<file path="src/rtl/chess_click_if.sv">
`default_nettype none
// =============================================================================
// Module   : chess_click_if
// Brief    : Mouse/cursor/move-request bundle between the click controller
//            and its environment (mouse driver, sprite renderer, game logic).
// Revision : 1.0
// =============================================================================
interface chess_click_if;
    logic [9:0] mouse_x;
    logic [9:0] mouse_y;
    logic       left_btn;
    logic       right_btn;
    logic       frame_start;
    logic [9:0] cursor_x;
    logic [9:0] cursor_y;
    logic       sel_valid;
    logic [2:0] sel_col;
    logic [2:0] sel_row;
    logic       move_valid;
    logic       move_ready;
    logic [2:0] src_col;
    logic [2:0] src_row;
    logic [2:0] dst_col;
    logic [2:0] dst_row;
    logic       busy;

    modport slave (
        input  mouse_x, mouse_y, left_btn, right_btn, frame_start, move_ready,
        output cursor_x, cursor_y, sel_valid, sel_col, sel_row, move_valid,
               src_col, src_row, dst_col, dst_row, busy
    );

    modport master (
        output mouse_x, mouse_y, left_btn, right_btn, frame_start, move_ready,
        input  cursor_x, cursor_y, sel_valid, sel_col, sel_row, move_valid,
               src_col, src_row, dst_col, dst_row, busy
    );
endinterface
`default_nettype wire

</file>
<file path="src/rtl/chess_click_controller.sv">
`default_nettype none
// =============================================================================
// Module   : chess_click_controller
// Brief    : Cursor latch, click-to-square conversion and move-request FSM.
// Revision : 1.0
// =============================================================================
module chess_click_controller #(
    parameter int BOARD_X0 = 140,
    parameter int BOARD_Y0 = 60,
    parameter int SQ       = 45,
    parameter int MAX_X    = 623,
    parameter int MAX_Y    = 463
) (
    input  wire logic     Clk,
    input  wire logic     Reset,
    chess_click_if.slave  bus
);

    localparam logic [2:0] S_IDLE     = 3'd0;
    localparam logic [2:0] S_CONV_SRC = 3'd1;
    localparam logic [2:0] S_SRC_HELD = 3'd2;
    localparam logic [2:0] S_CONV_DST = 3'd3;
    localparam logic [2:0] S_ISSUE    = 3'd4;

    localparam logic [9:0] c_X0    = 10'(BOARD_X0);
    localparam logic [9:0] c_Y0    = 10'(BOARD_Y0);
    localparam logic [9:0] c_X1    = 10'(BOARD_X0 + 8 * SQ - 1);
    localparam logic [9:0] c_Y1    = 10'(BOARD_Y0 + 8 * SQ - 1);
    localparam logic [8:0] c_RX0   = 9'(BOARD_X0);
    localparam logic [8:0] c_RY0   = 9'(BOARD_Y0);
    localparam logic [8:0] c_SQ    = 9'(SQ);
    localparam logic [9:0] c_MAX_X = 10'(MAX_X);
    localparam logic [9:0] c_MAX_Y = 10'(MAX_Y);

    logic [2:0] r_state;
    logic       r_prev_left;
    logic       r_prev_right;
    logic       r_lclick;
    logic       r_rclick;
    logic [9:0] r_click_x;
    logic [9:0] r_click_y;
    logic [8:0] r_rel_x;
    logic [8:0] r_rel_y;
    logic [2:0] r_cnt_x;
    logic [2:0] r_cnt_y;
    logic [2:0] r_step;
    logic [9:0] r_cursor_x;
    logic [9:0] r_cursor_y;
    logic       r_sel_valid;
    logic [2:0] r_sel_col;
    logic [2:0] r_sel_row;
    logic       r_move_valid;
    logic [2:0] r_src_col;
    logic [2:0] r_src_row;
    logic [2:0] r_dst_col;
    logic [2:0] r_dst_row;

    logic       w_lclick;
    logic       w_rclick;
    logic       w_accept;
    logic       w_in_board;
    logic       w_converting;
    logic [8:0] w_rel_x;
    logic [8:0] w_rel_y;
    logic       w_ge_x;
    logic       w_ge_y;
    logic [8:0] w_nrel_x;
    logic [8:0] w_nrel_y;
    logic [2:0] w_ncnt_x;
    logic [2:0] w_ncnt_y;

    assign w_lclick     = bus.left_btn  & ~r_prev_left;
    assign w_rclick     = bus.right_btn & ~r_prev_right;
    // Only states that react to clicks record them; everything else drops them.
    assign w_accept     = (r_state == S_IDLE) || (r_state == S_SRC_HELD);
    assign w_in_board   = (r_click_x >= c_X0) && (r_click_x <= c_X1) &&
                          (r_click_y >= c_Y0) && (r_click_y <= c_Y1);
    assign w_converting = (r_state == S_CONV_SRC) || (r_state == S_CONV_DST);

    assign w_rel_x  = r_click_x[8:0] - c_RX0;
    assign w_rel_y  = r_click_y[8:0] - c_RY0;
    assign w_ge_x   = (r_rel_x >= c_SQ);
    assign w_ge_y   = (r_rel_y >= c_SQ);
    assign w_nrel_x = w_ge_x ? (r_rel_x - c_SQ) : r_rel_x;
    assign w_nrel_y = w_ge_y ? (r_rel_y - c_SQ) : r_rel_y;
    assign w_ncnt_x = r_cnt_x + {2'b00, w_ge_x};
    assign w_ncnt_y = r_cnt_y + {2'b00, w_ge_y};

    always_ff @(posedge Clk) begin
        if (Reset) begin
            r_cursor_x <= 10'd320;
            r_cursor_y <= 10'd240;
        end else if (bus.frame_start) begin
            r_cursor_x <= (bus.mouse_x > c_MAX_X) ? c_MAX_X : bus.mouse_x;
            r_cursor_y <= (bus.mouse_y > c_MAX_Y) ? c_MAX_Y : bus.mouse_y;
        end
    end

    // Edge events are registered with their raw coordinates; the FSM acts one cycle later.
    always_ff @(posedge Clk) begin
        if (Reset) begin
            r_prev_left  <= 1'b0;
            r_prev_right <= 1'b0;
            r_lclick     <= 1'b0;
            r_rclick     <= 1'b0;
            r_click_x    <= 10'd0;
            r_click_y    <= 10'd0;
        end else begin
            r_prev_left  <= bus.left_btn;
            r_prev_right <= bus.right_btn;
            r_lclick     <= w_lclick & w_accept;
            r_rclick     <= w_rclick & w_accept;
            if (w_lclick && w_accept) begin
                r_click_x <= bus.mouse_x;
                r_click_y <= bus.mouse_y;
            end
        end
    end

    always_ff @(posedge Clk) begin
        if (Reset) begin
            r_state      <= S_IDLE;
            r_rel_x      <= 9'd0;
            r_rel_y      <= 9'd0;
            r_cnt_x      <= 3'd0;
            r_cnt_y      <= 3'd0;
            r_step       <= 3'd0;
            r_sel_valid  <= 1'b0;
            r_sel_col    <= 3'd0;
            r_sel_row    <= 3'd0;
            r_move_valid <= 1'b0;
            r_src_col    <= 3'd0;
            r_src_row    <= 3'd0;
            r_dst_col    <= 3'd0;
            r_dst_row    <= 3'd0;
        end else begin
            if (w_converting) begin
                r_rel_x <= w_nrel_x;
                r_rel_y <= w_nrel_y;
                r_cnt_x <= w_ncnt_x;
                r_cnt_y <= w_ncnt_y;
                r_step  <= r_step + 3'd1;
            end
            case (r_state)
                S_IDLE: begin
                    if (r_lclick && w_in_board) begin
                        r_state <= S_CONV_SRC;
                        r_rel_x <= w_rel_x;
                        r_rel_y <= w_rel_y;
                        r_cnt_x <= 3'd0;
                        r_cnt_y <= 3'd0;
                        r_step  <= 3'd0;
                    end
                end
                S_CONV_SRC: begin
                    if (r_step == 3'd7) begin
                        r_state     <= S_SRC_HELD;
                        r_sel_valid <= 1'b1;
                        r_sel_col   <= w_ncnt_x;
                        r_sel_row   <= w_ncnt_y;
                    end
                end
                S_SRC_HELD: begin
                    if (r_rclick || (r_lclick && !w_in_board)) begin
                        r_state     <= S_IDLE;
                        r_sel_valid <= 1'b0;
                    end else if (r_lclick) begin
                        r_state <= S_CONV_DST;
                        r_rel_x <= w_rel_x;
                        r_rel_y <= w_rel_y;
                        r_cnt_x <= 3'd0;
                        r_cnt_y <= 3'd0;
                        r_step  <= 3'd0;
                    end
                end
                S_CONV_DST: begin
                    if (r_step == 3'd7) begin
                        if ((w_ncnt_x == r_sel_col) && (w_ncnt_y == r_sel_row)) begin
                            r_state     <= S_IDLE;
                            r_sel_valid <= 1'b0;
                        end else begin
                            r_state      <= S_ISSUE;
                            r_move_valid <= 1'b1;
                            r_src_col    <= r_sel_col;
                            r_src_row    <= r_sel_row;
                            r_dst_col    <= w_ncnt_x;
                            r_dst_row    <= w_ncnt_y;
                        end
                    end
                end
                S_ISSUE: begin
                    if (r_move_valid && bus.move_ready) begin
                        r_state      <= S_IDLE;
                        r_move_valid <= 1'b0;
                        r_sel_valid  <= 1'b0;
                    end
                end
                default: r_state <= S_IDLE;
            endcase
        end
    end

    assign bus.cursor_x   = r_cursor_x;
    assign bus.cursor_y   = r_cursor_y;
    assign bus.sel_valid  = r_sel_valid;
    assign bus.sel_col    = r_sel_col;
    assign bus.sel_row    = r_sel_row;
    assign bus.move_valid = r_move_valid;
    assign bus.src_col    = r_src_col;
    assign bus.src_row    = r_src_row;
    assign bus.dst_col    = r_dst_col;
    assign bus.dst_row    = r_dst_row;
    assign bus.busy       = w_converting || (r_state == S_ISSUE);

endmodule
`default_nettype wire
</file>
<file path="src/flat_wrapper.sv">
// flat-port wrapper written by rule: the top's interface ports become plain ports
module chess_click_controller_flat 
#(
    parameter int BOARD_X0 = 140,
    parameter int BOARD_Y0 = 60,
    parameter int SQ       = 45,
    parameter int MAX_X    = 623,
    parameter int MAX_Y    = 463
)
  (Clk, Reset, bus_mouse_x, bus_mouse_y, bus_left_btn, bus_right_btn, bus_frame_start, bus_move_ready, bus_cursor_x, bus_cursor_y, bus_sel_valid, bus_sel_col, bus_sel_row, bus_move_valid, bus_src_col, bus_src_row, bus_dst_col, bus_dst_row, bus_busy);
  chess_click_if bus_i ();
  input  wire logic Clk;
  input  wire logic Reset;
  input wire logic [$bits(bus_i.mouse_x)-1:0] bus_mouse_x;
  input wire logic [$bits(bus_i.mouse_y)-1:0] bus_mouse_y;
  input wire logic [$bits(bus_i.left_btn)-1:0] bus_left_btn;
  input wire logic [$bits(bus_i.right_btn)-1:0] bus_right_btn;
  input wire logic [$bits(bus_i.frame_start)-1:0] bus_frame_start;
  input wire logic [$bits(bus_i.move_ready)-1:0] bus_move_ready;
  output wire logic [$bits(bus_i.cursor_x)-1:0] bus_cursor_x;
  output wire logic [$bits(bus_i.cursor_y)-1:0] bus_cursor_y;
  output wire logic [$bits(bus_i.sel_valid)-1:0] bus_sel_valid;
  output wire logic [$bits(bus_i.sel_col)-1:0] bus_sel_col;
  output wire logic [$bits(bus_i.sel_row)-1:0] bus_sel_row;
  output wire logic [$bits(bus_i.move_valid)-1:0] bus_move_valid;
  output wire logic [$bits(bus_i.src_col)-1:0] bus_src_col;
  output wire logic [$bits(bus_i.src_row)-1:0] bus_src_row;
  output wire logic [$bits(bus_i.dst_col)-1:0] bus_dst_col;
  output wire logic [$bits(bus_i.dst_row)-1:0] bus_dst_row;
  output wire logic [$bits(bus_i.busy)-1:0] bus_busy;
  assign bus_i.mouse_x = bus_mouse_x;
  assign bus_i.mouse_y = bus_mouse_y;
  assign bus_i.left_btn = bus_left_btn;
  assign bus_i.right_btn = bus_right_btn;
  assign bus_i.frame_start = bus_frame_start;
  assign bus_i.move_ready = bus_move_ready;
  assign bus_cursor_x = bus_i.cursor_x;
  assign bus_cursor_y = bus_i.cursor_y;
  assign bus_sel_valid = bus_i.sel_valid;
  assign bus_sel_col = bus_i.sel_col;
  assign bus_sel_row = bus_i.sel_row;
  assign bus_move_valid = bus_i.move_valid;
  assign bus_src_col = bus_i.src_col;
  assign bus_src_row = bus_i.src_row;
  assign bus_dst_col = bus_i.dst_col;
  assign bus_dst_row = bus_i.dst_row;
  assign bus_busy = bus_i.busy;
  chess_click_controller #(.BOARD_X0(BOARD_X0), .BOARD_Y0(BOARD_Y0), .SQ(SQ), .MAX_X(MAX_X), .MAX_Y(MAX_Y)) u_core (.Clk(Clk), .Reset(Reset), .bus(bus_i));
endmodule
</file>
<file path="config.mk">
export PLATFORM = sky130hd
export DESIGN_NAME = chess_click_controller_flat
export DESIGN_NICKNAME = d
export VERILOG_FILES = /design/src/rtl/chess_click_if.sv /design/src/rtl/chess_click_controller.sv /design/src/flat_wrapper.sv
export SDC_FILE = /design/constraint.sdc
export NUM_CORES = 1
export LEC_CHECK = 0
export ABC_AREA = 1
export BUFFER_PORTS_ARGS = -buffer_cell sky130_fd_sc_hd__buf_2
export CAP_MARGIN = 20
export CORE_MARGIN = 2
export CORE_UTILIZATION = 59
export CTS_BUF_LIST = sky130_fd_sc_hd__clkbuf_8
export CTS_CLUSTER_SIZE = 12
export DETAILED_ROUTE_END_ITERATION = 16
export GPL_TIMING_DRIVEN = 0
export PLACE_DENSITY = 0.9
export SLEW_MARGIN = 20
export SYNTH_ARGS = -nofsm -noshare
export SYNTH_HDL_FRONTEND = slang
export SYNTH_SLANG_ARGS = --single-unit
export TNS_END_PERCENT = 50
</file>
<file path="constraint.sdc">
create_clock -name Clk -period 3.48 [get_ports Clk]
set_clock_uncertainty 0.05 [all_clocks]
set_input_delay 0.696 -clock Clk [delete_from_list [all_inputs] [get_ports Clk]]
set_output_delay 0.696 -clock Clk [all_outputs]
set_load 0.03 [all_outputs]
</file>
==> results.sh <==
export IMPL_cts_resized=0
export IMPL_synth_edff_count=0
export IMPL_cpMaxStageDelayCell="dfxtp_1"
export IMPL_cp_end_kind="flip-flop"
export IMPL_clockBufferDepth=2
export IMPL_clk_pin_slew_worst_paths_ns=0.09
export IMPL_grt_pass1_wl_microns=19310
export IMPL_swShare=0.2943
export IMPL_slowest_delay_ns=0.36
export IMPL_cp_common_cell="nand2_1"
export IMPL_worstMarginPinSlew_ns=0.6161
export IMPL_port_buffers=64
export IMPL_drive_above_1_share=0.1855
export IMPL_grt_max_degree=17
export IMPL_required_ns=3.68
export IMPL_max_freq_mhz=339.5
export IMPL_ys_seq_area_frac=0.4143
export IMPL_utilization=0.7032
export IMPL_viasPerCell=5.603
export IMPL_placed_area_sq_mm=0.004986
export IMPL_yosysWarnings=0
export IMPL_power_frac_comb=0.150
export IMPL_pwr_share_clk=0.325
export IMPL_syn_area_per_cell_sq_um=7.433
export IMPL_cts_hold_buf=0
export IMPL_clock_root_buffer="clkbuf_8"
export IMPL_nFillCells=580
export IMPL_cts_made_buffers=9
export IMPL_antenna_found_initial=0
export IMPL_peakVddDrop_uv=331.0
export IMPL_clkLatencyLatePin_ns=0.36
export IMPL_std_cell_rows=31
export IMPL_async_flop_share=0
export IMPL_drv_cap=0
export IMPL_die_h_microns=91.74
export IMPL_overflow=0
export IMPL_drt_total_wl_microns=11570
export IMPL_seqPwrFrac=0.525
export IMPL_core_sq_mm=0.007370
export IMPL_powerDensity_mw_per_mm2=428.9
export IMPL_die_w_microns=91.74
export IMPL_stdcell_area_sq_mm=0.005182
export IMPL_path_class="reg2reg"
export IMPL_power_leakage_uw=0.002446
export IMPL_start_util=0.6163
export IMPL_grt_use_total=0.2830
export IMPL_area_growth_pct=14.10
export IMPL_synth_flop_cell="dfxtp_1"
export IMPL_drt_pre_antenna_iters=5
export IMPL_gp_congestion=0.9558
export IMPL_p_int_uw=1569
export IMPL_fp_dieArea_sq_mm=0.008416
export IMPL_seqCellArea_sq_mm=0.001882
export IMPL_cts_tree="yes"
export IMPL_yosys_register_bits=94
export IMPL_cts_sinks=94
export IMPL_syn_inst=611
export IMPL_rsz0062_at_grt="no"
export IMPL_cp_data_arrival_time_ns=3.15
export IMPL_drt_iter0_markers=397
export IMPL_dp_hpwl_microns=8379
export IMPL_slew_headroom=0.5892
export IMPL_min_path_type="reg2reg"
export IMPL_diodes=0
export IMPL_ant_nets=0
export IMPL_fin_crit_sh=0.8463
export IMPL_post_cts_buffers=0
export IMPL_status="finished, final reports clean"
export IMPL_nets=727
export IMPL_io_pins=67
export IMPL_hold_viol_final=0
export IMPL_post_drt_wl_per_cell_microns=14.67
export IMPL_cp_max_fo=10
export IMPL_maxSlewViolCount=0
export IMPL_p_sw_uw=654.2
export IMPL_grt_pass1_vias=4268
export IMPL_start_kind="flip-flop"
export IMPL_setup_viol=0
export IMPL_ys_types=38
export IMPL_post_route_min_period_ns=2.945
export IMPL_dr_total_vias=4421
export IMPL_h_tree_depth=3
export IMPL_syn_area_sq_mm=0.004542
export IMPL_fin_tns_setup_ns=0
export IMPL_drc_errors=0
export IMPL_multi_input_area_sq_mm=0.002206
export IMPL_crit_chain="inv_1 -> ha_1 -> nand3_1 -> nor2_1 -> nor3_1 -> nand2_2 -> ha_1 -> ha_1 -> inv_1 -> nand2_1 -> nand2_1 -> nand2_1 -> nor2_1 -> nand2_1 -> nand3_2 -> inv_2 -> buf_2 -> o21ai_0 -> a21oi_1"
export IMPL_synth_nets=652
## layout by cell type, fill, tap and decap left out, drive strengths merged, types with 2 or more instances in the layout
master  Yosys  layout
nor2       52      52
nand2     108     108
xnor2       6       6
dfxtp      94      94
nand3b      2       2
or2         2       2
o21a        2       2
nand3      34      34
nor3        6       6
buf        11      75
xor2       16      16
a31oi       2       2
nand4       4       4
inv        89      90
o211ai     14      14
o31ai       3       3
o22ai       2       2
clkbuf     14      23
a21oi      68      68
o21ai      63      63
clkinv      0       3
ha         15      15
## cell usage after synthesis, types with 7 or more instances
cell type	count	area, sq um
a21oi_1	66	330.3
buf_2	8	40.04
clkbuf_1	13	48.80
dfxtp_1	94	1882
ha_1	15	187.7
inv_1	78	292.8
inv_2	11	41.29
nand2_1	101	379.1
nand3_1	32	160.2
nor2_1	46	172.7
o211ai_1	7	52.55
o211ai_2	7	87.58
o21ai_0	57	285.3
xor2_1	16	140.1
## registers in the layout, summed over array words and instances, names as in the netlist
| signal | cells |
|---|---|
| u_core.bus.src_col | 3 |
| u_core.r_click_y | 10 |
| u_core.r_click_x | 10 |
| u_core.bus.move_valid | 1 |
| u_core.r_prev_left | 1 |
| u_core.bus.cursor_x | 10 |
| u_core.r_rel_y | 9 |
| u_core.bus.dst_row | 3 |
| u_core.bus.sel_col | 3 |
| u_core.r_lclick | 1 |
| u_core.bus.dst_col | 3 |
| u_core.bus.sel_valid | 1 |
| u_core.bus.cursor_y | 10 |
| u_core.r_rel_x | 9 |
| u_core.r_cnt_x | 3 |
| u_core.r_cnt_y | 3 |
| u_core.r_state | 3 |
| u_core.r_step | 3 |
| u_core.r_prev_right | 1 |
| u_core.r_rclick | 1 |
| u_core.bus.src_row | 3 |
| u_core.bus.sel_row | 3 |
## worst paths after layout
kind | start | endpoint | slack [ns] | depth (start not counted)
max | u_core.r_rel_x[1]$_SDFF_PP0_ | u_core.bus.dst_row[1]$_SDFFE_PP0P_ | 0.53 | 19
min | u_core.r_prev_right$_SDFF_PP0_ | u_core.r_rclick$_SDFF_PP0_ | 0.37 | 1
max reg2reg | u_core.r_rel_x[1]$_SDFF_PP0_ | u_core.bus.dst_row[1]$_SDFFE_PP0P_ | 0.53 | 19
min reg2reg | u_core.r_prev_right$_SDFF_PP0_ | u_core.r_rclick$_SDFF_PP0_ | 0.37 | 1
## power by group through the flow
stage	Combinational [uW]	Clock [uW]	Sequential [uW]
global route	367	772	1170
CTS	328	725	1160
detailed placement	322	0	1190
global placement	311	0	1180
finish	333	723	1170
floorplan	207	0	1210
## metrics by stage
step	power (uW)	instances	setup WS, ns	hold WS, ns
2_1_floorplan	1415	611	1.020	0.3237
3_3_place_gp	1495	774	0.6834	0.3333
3_5_place_dp	1510	774	0.5821	0.3591
4_1_cts	2217	789	0.5545	0.3716
5_1_grt	2311	789	0.2589	0.4091
6_report	2223	789	0.5348	0.3694
## metal layers
metal  GRT usage  up-vias  routed length, microns
li1            -     2135                       -
met1      0.3632     2054                    4868
met2      0.4602      203                    5523
met3     0.04601       29                     869
met4      0.1455        0                     312
met5           0        -                       0
## kinds of logic (layout without fill, tap and decap cells)
logic type,Yosys count,count (layout),share of synthesized area
xor+xnor,22,22,0.04242
simple gates,209,209,0.2041
compound gates,157,157,0.1978
buf+inv,114,193,0.1000
fa+ha+maj,15,15,0.04132
flops,94,94,0.4143
## worst max-delay path: cells and delay by family (launching register included)
family                   cells  cell delay (ns)
AND/OR/NAND/NOR             10             1.01
adder cells (fa/ha/maj)      3             0.71
buffers and inverters        4             0.43
flip-flops                   1             0.36
AO/OA/AOI/OAI                2             0.26
## final cells by class
| class | count | share of cell area |
|---|---|---|
| repair buffers | 64 | 0.06181 |
| flip-flops and latches | 94 | 0.3631 |
| clock inverters | 6 | 0.01400 |
| well taps | 99 | 0.02390 |
| inverters | 89 | 0.06446 |
| plain buffers | 25 | 0.02318 |
| clock buffers | 9 | 0.02390 |
| multi-input cells | 403 | 0.4256 |
Note: power is estimated with default switching activity, not from simulation.
